**config.mk**
```make
export PLATFORM = sky130hd
export DESIGN_NAME = apb_req_master
export DESIGN_NICKNAME = d
export VERILOG_FILES = /design/src/rtl/apb_req_master.sv
export SDC_FILE = /design/constraint.sdc
export NUM_CORES = 1
export LEC_CHECK = 0
export ABC_AREA = 1
export BUFFER_PORTS_ARGS = -buffer_cell sky130_fd_sc_hd__buf_2
export CAP_MARGIN = 10
export CELL_PAD_IN_SITES_DETAIL_PLACEMENT = 1
export CELL_PAD_IN_SITES_GLOBAL_PLACEMENT = 1
export CORE_MARGIN = 5
export CORE_UTILIZATION = 41
export DETAILED_ROUTE_END_ITERATION = 16
export GPL_TIMING_DRIVEN = 0
export MAX_ROUTING_LAYER = met4
export PLACE_DENSITY_LB_ADDON = 0.12
export SYNTH_ARGS = -nofsm -noshare
export SYNTH_HDL_FRONTEND = slang
export SYNTH_SLANG_ARGS = --single-unit
```
**constraint.sdc**
```tcl
create_clock -name pclk -period 2.4 [get_ports pclk]
set_input_delay 0.24 -clock pclk [delete_from_list [all_inputs] [get_ports pclk]]
set_output_delay 0.24 -clock pclk [all_outputs]
set_load 0.03 [all_outputs]
```
**src/rtl/apb_req_master.sv**
```systemverilog
// apb_req_master: request FIFO feeding a byte-wide APB master; WIDE requests become two transfers.
// Optional feature: define APB_TIMEOUT_EN to abort ACCESS phases that exceed TIMEOUT cycles.
module apb_req_master #(
  parameter int FIFO_DEPTH = 4,
  parameter int TIMEOUT    = 255
) (
  input  logic        pclk,
  input  logic        preset,
  input  logic [15:0] addr_req,
  input  logic        req,
  input  logic        wr_req,
  input  logic [15:0] data_send,
  output logic        ack,
  output logic [15:0] data_reciv,
  output logic        complete,
  output logic        busy,
  output logic        err,
  output logic [7:0]  paddr,
  output logic        pwrite,
  output logic        psel,
  output logic        penable,
  output logic [7:0]  pwdata,
  input  logic [7:0]  prdata,
  input  logic        pready
);

  localparam int PW = (FIFO_DEPTH > 1) ? $clog2(FIFO_DEPTH) : 1;
  localparam int EW = 26;

  typedef enum logic [1:0] {IDLE, SETUP, ACCESS, DONE} state_t;

  // Entry layout: {wide, addr[7:0], wr, data[15:0]}
  logic [EW-1:0] fifo_mem [FIFO_DEPTH];
  logic [EW-1:0] head;

  logic [PW-1:0] wr_ptr_q, wr_ptr_d;
  logic [PW-1:0] rd_ptr_q, rd_ptr_d;
  logic [PW:0]   count_q, count_d;
  state_t        state_q, state_d;
  logic          ack_q, ack_d;
  logic          push, pop, full;

  logic [7:0]    addr_q, addr_d;
  logic          wide_q, wide_d;
  logic          wr_q, wr_d;
  logic [15:0]   wdata_q, wdata_d;
  logic [7:0]    rbyte0_q, rbyte0_d;
  logic          idx_q, idx_d;

  logic [15:0]   data_reciv_q, data_reciv_d;
  logic          complete_q, complete_d;
  logic [7:0]    paddr_q, paddr_d;
  logic          pwrite_q, pwrite_d;
  logic          psel_q, psel_d;
  logic          penable_q, penable_d;
  logic [7:0]    pwdata_q, pwdata_d;

  logic [6:0]    unused_addr_hi;
  assign unused_addr_hi = addr_req[15:9];

`ifdef APB_TIMEOUT_EN
  localparam int TW = $clog2(TIMEOUT + 1);
  logic [TW-1:0] tmr_q, tmr_d;
  logic          err_q, err_d;
  assign err = err_q;
`else
  logic [31:0]   unused_timeout;
  assign unused_timeout = TIMEOUT;
  assign err = 1'b0;
`endif

  // The head entry stays in the FIFO until its transfer finishes, so the
  // depth bounds the total number of outstanding requests.
  assign head = fifo_mem[rd_ptr_q];
  assign full = (count_q == (PW+1)'(FIFO_DEPTH));
  assign pop  = (state_q == DONE);
  assign push = req && !ack_q && (!full || pop);

  always_ff @(posedge pclk) begin
    if (push) fifo_mem[wr_ptr_q] <= {addr_req[8:0], wr_req, data_send};
  end

  always_comb begin
    wr_ptr_d = wr_ptr_q;
    rd_ptr_d = rd_ptr_q;
    count_d  = count_q;
    ack_d    = push;
    if (push) wr_ptr_d = wr_ptr_q + 1'b1;
    if (pop)  rd_ptr_d = rd_ptr_q + 1'b1;
    case ({push, pop})
      2'b10:   count_d = count_q + 1'b1;
      2'b01:   count_d = count_q - 1'b1;
      default: count_d = count_q;
    endcase
  end

  always_comb begin
    state_d      = state_q;
    addr_d       = addr_q;
    wide_d       = wide_q;
    wr_d         = wr_q;
    wdata_d      = wdata_q;
    rbyte0_d     = rbyte0_q;
    idx_d        = idx_q;
    data_reciv_d = data_reciv_q;
    complete_d   = 1'b0;
    paddr_d      = paddr_q;
    pwrite_d     = pwrite_q;
    psel_d       = psel_q;
    penable_d    = penable_q;
    pwdata_d     = pwdata_q;
`ifdef APB_TIMEOUT_EN
    tmr_d        = tmr_q;
    err_d        = 1'b0;
`endif
    case (state_q)
      IDLE: begin
        if (count_q != '0) begin
          wide_d    = head[25];
          addr_d    = head[24:17];
          wr_d      = head[16];
          wdata_d   = head[15:0];
          idx_d     = 1'b0;
          psel_d    = 1'b1;
          penable_d = 1'b0;
          paddr_d   = head[24:17];
          pwrite_d  = head[16];
          pwdata_d  = head[7:0];
          state_d   = SETUP;
        end
      end
      SETUP: begin
        penable_d = 1'b1;
`ifdef APB_TIMEOUT_EN
        tmr_d     = '0;
`endif
        state_d   = ACCESS;
      end
      ACCESS: begin
        if (pready) begin
          if (!wr_q && !idx_q) rbyte0_d = prdata;
          if (wide_q && !idx_q) begin
            idx_d     = 1'b1;
            penable_d = 1'b0;
            paddr_d   = addr_q + 8'd1;
            pwdata_d  = wdata_q[15:8];
            state_d   = SETUP;
          end else begin
            psel_d     = 1'b0;
            penable_d  = 1'b0;
            complete_d = 1'b1;
            if (!wr_q) data_reciv_d = wide_q ? {prdata, rbyte0_q} : {8'h00, prdata};
            state_d    = DONE;
          end
        end
`ifdef APB_TIMEOUT_EN
        else if (tmr_q == TW'(TIMEOUT - 1)) begin
          psel_d     = 1'b0;
          penable_d  = 1'b0;
          complete_d = 1'b1;
          err_d      = 1'b1;
          if (!wr_q) data_reciv_d = 16'hFFFF;
          state_d    = DONE;
        end else begin
          tmr_d = tmr_q + 1'b1;
        end
`endif
      end
      DONE: begin
        state_d = IDLE;
      end
      default: state_d = IDLE;
    endcase
  end

  always_ff @(posedge pclk) begin
    if (preset) begin
      wr_ptr_q     <= '0;
      rd_ptr_q     <= '0;
      count_q      <= '0;
      ack_q        <= 1'b0;
      state_q      <= IDLE;
      addr_q       <= '0;
      wide_q       <= 1'b0;
      wr_q         <= 1'b0;
      wdata_q      <= '0;
      rbyte0_q     <= '0;
      idx_q        <= 1'b0;
      data_reciv_q <= '0;
      complete_q   <= 1'b0;
      paddr_q      <= '0;
      pwrite_q     <= 1'b0;
      psel_q       <= 1'b0;
      penable_q    <= 1'b0;
      pwdata_q     <= '0;
`ifdef APB_TIMEOUT_EN
      tmr_q        <= '0;
      err_q        <= 1'b0;
`endif
    end else begin
      wr_ptr_q     <= wr_ptr_d;
      rd_ptr_q     <= rd_ptr_d;
      count_q      <= count_d;
      ack_q        <= ack_d;
      state_q      <= state_d;
      addr_q       <= addr_d;
      wide_q       <= wide_d;
      wr_q         <= wr_d;
      wdata_q      <= wdata_d;
      rbyte0_q     <= rbyte0_d;
      idx_q        <= idx_d;
      data_reciv_q <= data_reciv_d;
      complete_q   <= complete_d;
      paddr_q      <= paddr_d;
      pwrite_q     <= pwrite_d;
      psel_q       <= psel_d;
      penable_q    <= penable_d;
      pwdata_q     <= pwdata_d;
`ifdef APB_TIMEOUT_EN
      tmr_q        <= tmr_d;
      err_q        <= err_d;
`endif
    end
  end

  assign ack        = ack_q;
  assign data_reciv = data_reciv_q;
  assign complete   = complete_q;
  assign busy       = (count_q != '0) || (state_q != IDLE);
  assign paddr      = paddr_q;
  assign pwrite     = pwrite_q;
  assign psel       = psel_q;
  assign penable    = penable_q;
  assign pwdata     = pwdata_q;

endmodule

```
### Word-level counts from Yosys, hierarchy flattened

Memories as Yosys holds them, arrays and structs flattened. A register that Yosys moved wholly into a read port is not among the register bits.
Cells that the tools add are included.

* multiplexer cells: 29
* eq/ne operators: 10
* bitwise gates (word level): 4
* reductions and logical operators: 24
* add/sub/neg operators: 5

Operators with widths (count)
* 8-bit 2-to-1 mux: 6
* 8-bit case mux with 2 select lines: 2
* 16-bit 2-to-1 mux: 1
* 4-bit AND reduction: 3
* 1-bit 2-to-1 mux: 10
* 2-bit 2-to-1 mux: 5
* 8-bit by 1-bit adder with 8-bit output, second input constant: 1
* 2-bit inequality test, second input constant: 4
* 2-bit case mux with 4 select lines: 1
* 2-bit equality test, second input constant: 3
* 3-bit case mux with 2 select lines: 1
* 3-bit AND reduction: 2
* 2-bit nonzero test: 3
* 3-bit nonzero test: 2
* 2-bit by 1-bit adder with 2-bit output, second input constant: 2
* 2-bit by 1-bit equality test with 1-bit output, second input constant: 2
* 1-bit logical AND: 4
* 1-bit logical NOT: 4
* 1-bit inverter: 4
* 1-bit case mux with 2 select lines: 2
* 2-bit AND reduction: 2
* 3-bit by 1-bit adder with 3-bit output, second input constant: 1
* 3-bit equality test, second input constant: 1
* 1-bit case mux with 3 select lines: 1
* other kinds (4): 5

* word-level logic and storage cells: 90
* output and inout port bits: 39
* bits of input ports: 45
* memory bits (writable): 104
* memories kept: 1
* flip-flop bits (word level): 80

Memory list
* fifo_mem: words 4, bits a word 26, read ports 1, clocked after Yosys merged registers in 1, wr ports 1, line 33 `logic [EW-1:0] fifo_mem [FIFO_DEPTH];`

### Longest topological paths before layout

Gate-level depths: netlist of the first run.

* depth in word-level cells: 6
* gate-level depth with buffers: 10
* gate-level depth less buffers: 10

### Worst setup path before layout of the first run

OpenSTA, ideal clock, no wires.

* kind: reg-to-reg
* start: reg state_q[0]
* end: mem fifo_mem[0][0], enable pin
* buffers on the path: 0
* stages on the path, launching flop included: 5
* clock period less this slack: 2.350 ns
* setup slack: 0.050 ns
* data required time: 1.991 ns
* arrival: 1.941 ns
* setup time: 0.409 ns
* path through: dfxtp_1 > nand2_1 > nand3_1 > nand2_1 > nor2_1

* word-level cells in the longest chain between the ends: 5

Ends and longest elaborated chain
* start: declaration: line 39 `state_t state_q, state_d;`
* start signal: assignment: line 205 `state_q <= state_d;`
* 2-bit equality test: line 76 `assign pop = (state_q == DONE);`
* 1-bit logical OR: line 77 `assign push = req && !ack_q && (!full || pop);`
* 1-bit logical AND: line 77
* 1-bit 2-to-1 mux: line 80 `if (push) fifo_mem[wr_ptr_q] <= {addr_req[8:0], wr_req, data_send};`
* 1-bit 2-to-1 mux (implied by the code): line 80
* end: declaration: line 33

Every way passes these cells.

### Final worst setup path of the first run

* start: reg state_q[0]
* end: mem fifo_mem[2][13], enable pin

Same word-level chain as after synthesis.

==> results_dict.tcl, run 1 <==
set metrics [dict create \
    seq_area_um2 4600 \
    hold_depth 1 \
    fillers 1896 \
    drive_gt1_frac 0.174 \
    startpoint "state_q[0]" \
    p_sw_mw 2.20 \
    ys_seq_area_frac 0.656 \
    route.met2.wl_um 9760 \
    hp-class "input pin to flip-flop" \
    ys_ff_latch 178 \
    hold_buffers 0 \
    crit_arrival_ns 2.31 \
    cp-end-kind "flip-flop" \
    switching_share 0.293 \
    synth-main-ff-cell "edfxtp_1" \
    synth_largest_area_cell "edfxtp_1" \
    finalHoldViolCount 0 \
    syn_inst 700 \
    final_nets 848 \
    m1WireLength_um 8640 \
    vias 5412 \
    dpl.cell_count 997 \
    p_clk_frac 0.353 \
    drt-pass1-iter-count 4 \
    postSynthAreaPerCell_um2 10.0 \
    p_int_mw 5.29 \
    finalClockSkew_ns 0.00825 \
    route.detailed.drc 0 \
    fin_tns_setup_ns 0 \
    slew_headroom 0.480 \
    gp_congestion 0.873 \
    place_hpwl_um 13100 \
    critPathLaunchType "flip-flop" \
    grt_pass1_wl_um 30200 \
    clock-sinks 178 \
    top_layer_used "met4" \
    grt_start_max_net_pins 27 \
    synth.distinct_cells 31 \
    p_total_mw 7.49 \
    wl_per_cell_um 19.0 \
    rsz0062_at_grt "no" \
    clockRootBuffer "clkbuf_16" \
    yosysMostFrequentCell "nand2_1" \
    fmax_mhz 447 \
    start_util 0.420 \
    finalSetupViolations 0 \
    wl_met3_um 797 \
    synth_common_cells "132 x nand2_1, 104 x edfxtp_1, 90 x nor2_1" \
    async_flop_share 0 \
    power_frac_comb 0.165 \
    fin_area_um2 8330 \
    power_frac_seq 0.482 \
    ioPinCount 84 \
    syn_nets 751 \
    antenna_cells 0 \
    synth-edff-count 104 \
    r2r_start "state_q[0]" \
    rows 47 \
    grt-ovfl-total 0 \
    syn_area_um2 7020 \
    clockBufferDepth 2 \
    synth_top_area_frac 0.445 \
    core_um2 16700 \
    vdd_ir_drop_max_uv 624 \
    fin_cells 1030 \
    maxCapViolCount 0 \
    r2r_cells 4 \
    track_usage 0.202 \
    antenna_found_initial 0 \
    cts_buffers 17 \
    leakagePower_nw 3.24 \
    clk_latency_ns 0.43 \
    outcome "finished, final reports clean" \
    hp-start "addr_req[6]" \
    final_util 0.499 \
    synth_area_leaders "edfxtp_1 44%, dfxtp_1 21%, nand2_1 7.1%, o21ai_0 4.8%, nor2_1 4.8%" \
    drtIter0Drc 309 \
    routed_wl_um 19500 \
    ant_nets 0 \
    die_h_um 141 \
    chipWidth_um 141 \
    h-tree-depth 4 \
    tritoncts "built" \
    routed_via_density 5.25 \
    crit_required_ns 2.47 \
    first_global_vias 5690 \
    period_share 0.933 \
    worst_slew_pin_slew_ns 0.779 \
    port_buffers 74 \
    ys.warnings.count 0 \
    syn_to_final_growth_pct 18.6 \
    powerDensity_nw_per_um2 899 \
    dpl_cell_area_um2 7760 \
    path_clk_slew_ns 0.06 \
    worstPathMaxFanout 13 \
    critPathKind "flip-flop to flip-flop" \
    dieArea_um2 19800 \
    post_cts_buffers 0 \
    finalCriticalPeriod_ns 2.24 \
    final-max-slew-violation-count 0 \
    multiInputGateArea_um2 2120 \
]
-- per-layer routing --
metal	vias up	global-route usage
li1	2582	-
met1	2668	0.249
met2	137	0.336
met3	25	0.0373
met4	0	0.0668
met5	-	-
-- per-stage QoR --
| stage | worst slack [ns] | hold slack (ns) |
|---|---|---|
| floorplan | 0.0500 | 0.339 |
| global placement | -1.10 | 0.448 |
| detailed placement | 0.0443 | 0.455 |
| CTS | 0.0198 | 0.00310 |
| global route | 0.0484 | 0.00981 |
| finish | 0.161 | 0.0201 |
-- repair_timing --
action,4_1_cts,5_1_grt
resized for setup,0,1
hold endpoints to repair,0,0
endpoints found under the setup margin,0,26
-- placed cells by master (no fill, tap or decap), types with 7 or more instances in the layout --
cell type,n
nand3_1,60
clkbuf_16,17
inv_1,35
o21ai_0,68
clkbuf_1,17
nor3_1,11
a21oi_1,44
nor2_4,7
nand2_1,132
nor2_1,86
buf_2,87
edfxtp_1,104
o22ai_1,14
dfxtp_1,74
-- power by group through the flow --
stage               combinational (mW)  clock, mW  sequential (mW)
CTS                               1.24       2.68             3.61
global placement                  1.17          0             3.66
finish                            1.24       2.64             3.61
detailed placement                1.23          0             3.67
floorplan                        0.609          0             3.82
global route                      1.35       2.83             3.63
-- sequential cells by signal, indices dropped and copies added (netlist names), named ones only --
register	count
fifo_mem	104
data_reciv	16
addr_q	8
paddr	8
pwdata	8
rbyte0_q	8
wdata_q	8
count_q	3
rd_ptr_q	2
state_q	2
wr_ptr_q	2
ack	1
complete	1
idx_q	1
penable	1
psel	1
pwrite	1
wide_q	1
-- area by class of cell --
type | count | area share
flip-flops and latches | 178 | 0.553
multi-input cells | 447 | 0.255
clock buffers | 23 | 0.0586
repair buffers | 77 | 0.0517
well taps | 220 | 0.0331
plain buffers | 36 | 0.0218
inverters | 40 | 0.0183
clock inverters | 9 | 0.00856
-- logic make-up after synthesis --
group,share of synthesized area
AOI/OAI and AO/OA,0.0994
xor gates and xnor gates,0.00374
adders and majority gates,0.0118
buffers and inverters,0.0476
DFF,0.656
other,0.000534
and+or+nand+nor,0.181
-- worst max-delay path, stage by stage, from the launching register on --
cell     delay (ns)
dfxtp_1        0.44
nand2_1        0.15
nand3_1        0.16
nand2_1        0.46
nor2_4         0.65
-- final timing paths --
| path | endpoint | slack [ns] |
|---|---|---|
| max | fifo_mem[2][13] | 0.16 |
| min | fifo_mem[1][23] | 0.02 |
| max reg2reg | fifo_mem[2][13] | 0.16 |
| min reg2reg | paddr[1] | 0.46 |
Note: power is estimated with default switching activity, not from simulation.
==> run 2, diff against run 1 <==
- CORE_UTILIZATION: 41 -> 30
- CTS_CLUSTER_SIZE: not set -> 24
==> results_dict.tcl, run 2 (synthesis results as in run 1) <==
set metrics [dict create \
    outcome "finished, final reports clean" \
    fin_ws_ns 0.236 \
    antenna_found_initial 0 \
    grt_start_max_net_pins 19 \
    finalHoldViolCount 0 \
    rows 56 \
    first_global_vias 5658 \
    multiInputGateArea_um2 2110 \
    slew_headroom 0.577 \
    route.detailed.drc 0 \
    final-max-slew-violation-count 0 \
    start_util 0.302 \
    crit_path_top_delay_cell "nor2_4" \
    fin_area_um2 8500 \
    vdd_ir_drop_max_uv 414 \
    grt_pass1_wl_um 31400 \
    routed_via_density 4.66 \
    leakagePower_nw 3.27 \
    fillers 2687 \
    path_clk_slew_ns 0.07 \
    final_cell_mix "132 x nand2_1, 104 x edfxtp_1, 87 x buf_2" \
    ant_nets 0 \
    max_stage_delay_ns 0.59 \
    period_share 0.902 \
    p_total_mw 7.58 \
    path_cells "nand2_1, nand3_1, nand2_1, nor2_4, buf_16" \
    routed_wl_um 20100 \
    clockRootBuffer "clkbuf_16" \
    cts_resized 0 \
    largest_reg_flops 104 \
    die_h_um 163 \
    hold_buffers 0 \
    final_nets 848 \
    drt-pass1-iter-count 4 \
    chipWidth_um 163 \
    hp-class "input pin to flip-flop" \
    dp_slack_ns 0.181 \
    fmax_mhz 462 \
    post_cts_buffers 0 \
    dieArea_um2 26600 \
    grt-ovfl-total 0 \
    regMostFlops "fifo_mem" \
    worstPathMaxFanout 14 \
    track_usage 0.160 \
    gp_congestion 0.755 \
    rsz0062_at_grt "no" \
    finalSetupViolations 0 \
    powerDensity_nw_per_um2 892 \
    maxCapViolCount 0 \
    wl_per_cell_um 17.8 \
    clockBufferDepth 2 \
    drtIter0Drc 277 \
    critPathKind "flip-flop to flip-flop" \
    port_buffers 74 \
    drive_gt1_frac 0.177 \
    crit_top_cell "nand2_1" \
    worst-path-buf-inv 1 \
    fin_tns_setup_ns 0 \
    cp-end-kind "flip-flop" \
    cts_buffers 17 \
    clock-sinks 178 \
    syn_to_final_growth_pct 21.0 \
    finalCriticalPeriod_ns 2.16 \
    worst_slew_pin_slew_ns 0.634 \
    crit_required_ns 2.54 \
    mostFrequentLayoutCell "nand2_1" \
    finalClockSkew_ns 0.00927 \
    dpl_cell_area_um2 7920 \
    tritoncts "built" \
    crit_family "simple AND/OR/NAND/NOR gates" \
    fin_hold_ws_ns 0.0209 \
    seq_area_um2 4600 \
    place_hpwl_um 14400 \
    h-tree-depth 4 \
    antenna_cells 0 \
    critPathLaunchType "flip-flop" \
    ioPinCount 84 \
    clk_latency_ns 0.43 \
    vias 5261 \
    core_um2 23300 \
    crit_arrival_ns 2.30 \
]
==> run 2: cell count changes in the layout (fill, tap and decap cells not counted) <==
cell | previous run | this run
clkinv_4 | 3 | 2
clkinvlp_2 | 0 | 1
clkinv_2 | 1 | 2
bufinv_16 | 0 | 1
inv_4 | 2 | 1
buf_12 | 3 | 1
buf_16 | 0 | 3
clkbuf_8 | 4 | 2
nor2_4 | 7 | 6
clkbuf_1 | 17 | 15
inv_6 | 3 | 6
==> run 2: layer usage <==
layer | share of wire | vias up | track usage
met4 | 0.013 | 0 | 0.0446
met5 | 0 | - | -
met1 | 0.44 | 2564 | 0.192
li1 | - | 2577 | -
met3 | 0.041 | 18 | 0.0289
met2 | 0.51 | 102 | 0.277
==> run 2: final timing paths <==
check	from	slack (ns)	end	cells past startpoint
min	addr_req[7]	0.02	fifo_mem[2][24]	1
min reg2reg	paddr[1]	0.46	paddr[1]	2
max	state_q[0]	0.24	fifo_mem[0][23]	5
max reg2reg	state_q[0]	0.24	fifo_mem[0][23]	5
==> run 2: report_power, final <==
part           internal, mW  switching (mW)
sequential             3.48           0.124
combinational         0.362           0.879
clock                  1.50            1.23
total                  5.35            2.24
==> run 2: metrics by stage <==
| step | utilization | std cells |
|---|---|---|
| after detailed placement | 0.341 | 1097 |
| after global routing | 0.365 | 1129 |
| after CTS | 0.365 | 1129 |
| final | 0.365 | 1129 |
| after floorplan | - | 700 |
| after global placement | 0.335 | 1093 |
==> run 2: cell type report <==
type,instances,area share
Multi-Input combinational cell,446,0.249
Clock buffer,19,0.0533
Sequential cell,178,0.542
Timing Repair Buffer,78,0.0556
Tap cell,319,0.0470
Clock inverter,13,0.0144
Buffer,36,0.0213
Inverter,40,0.0180
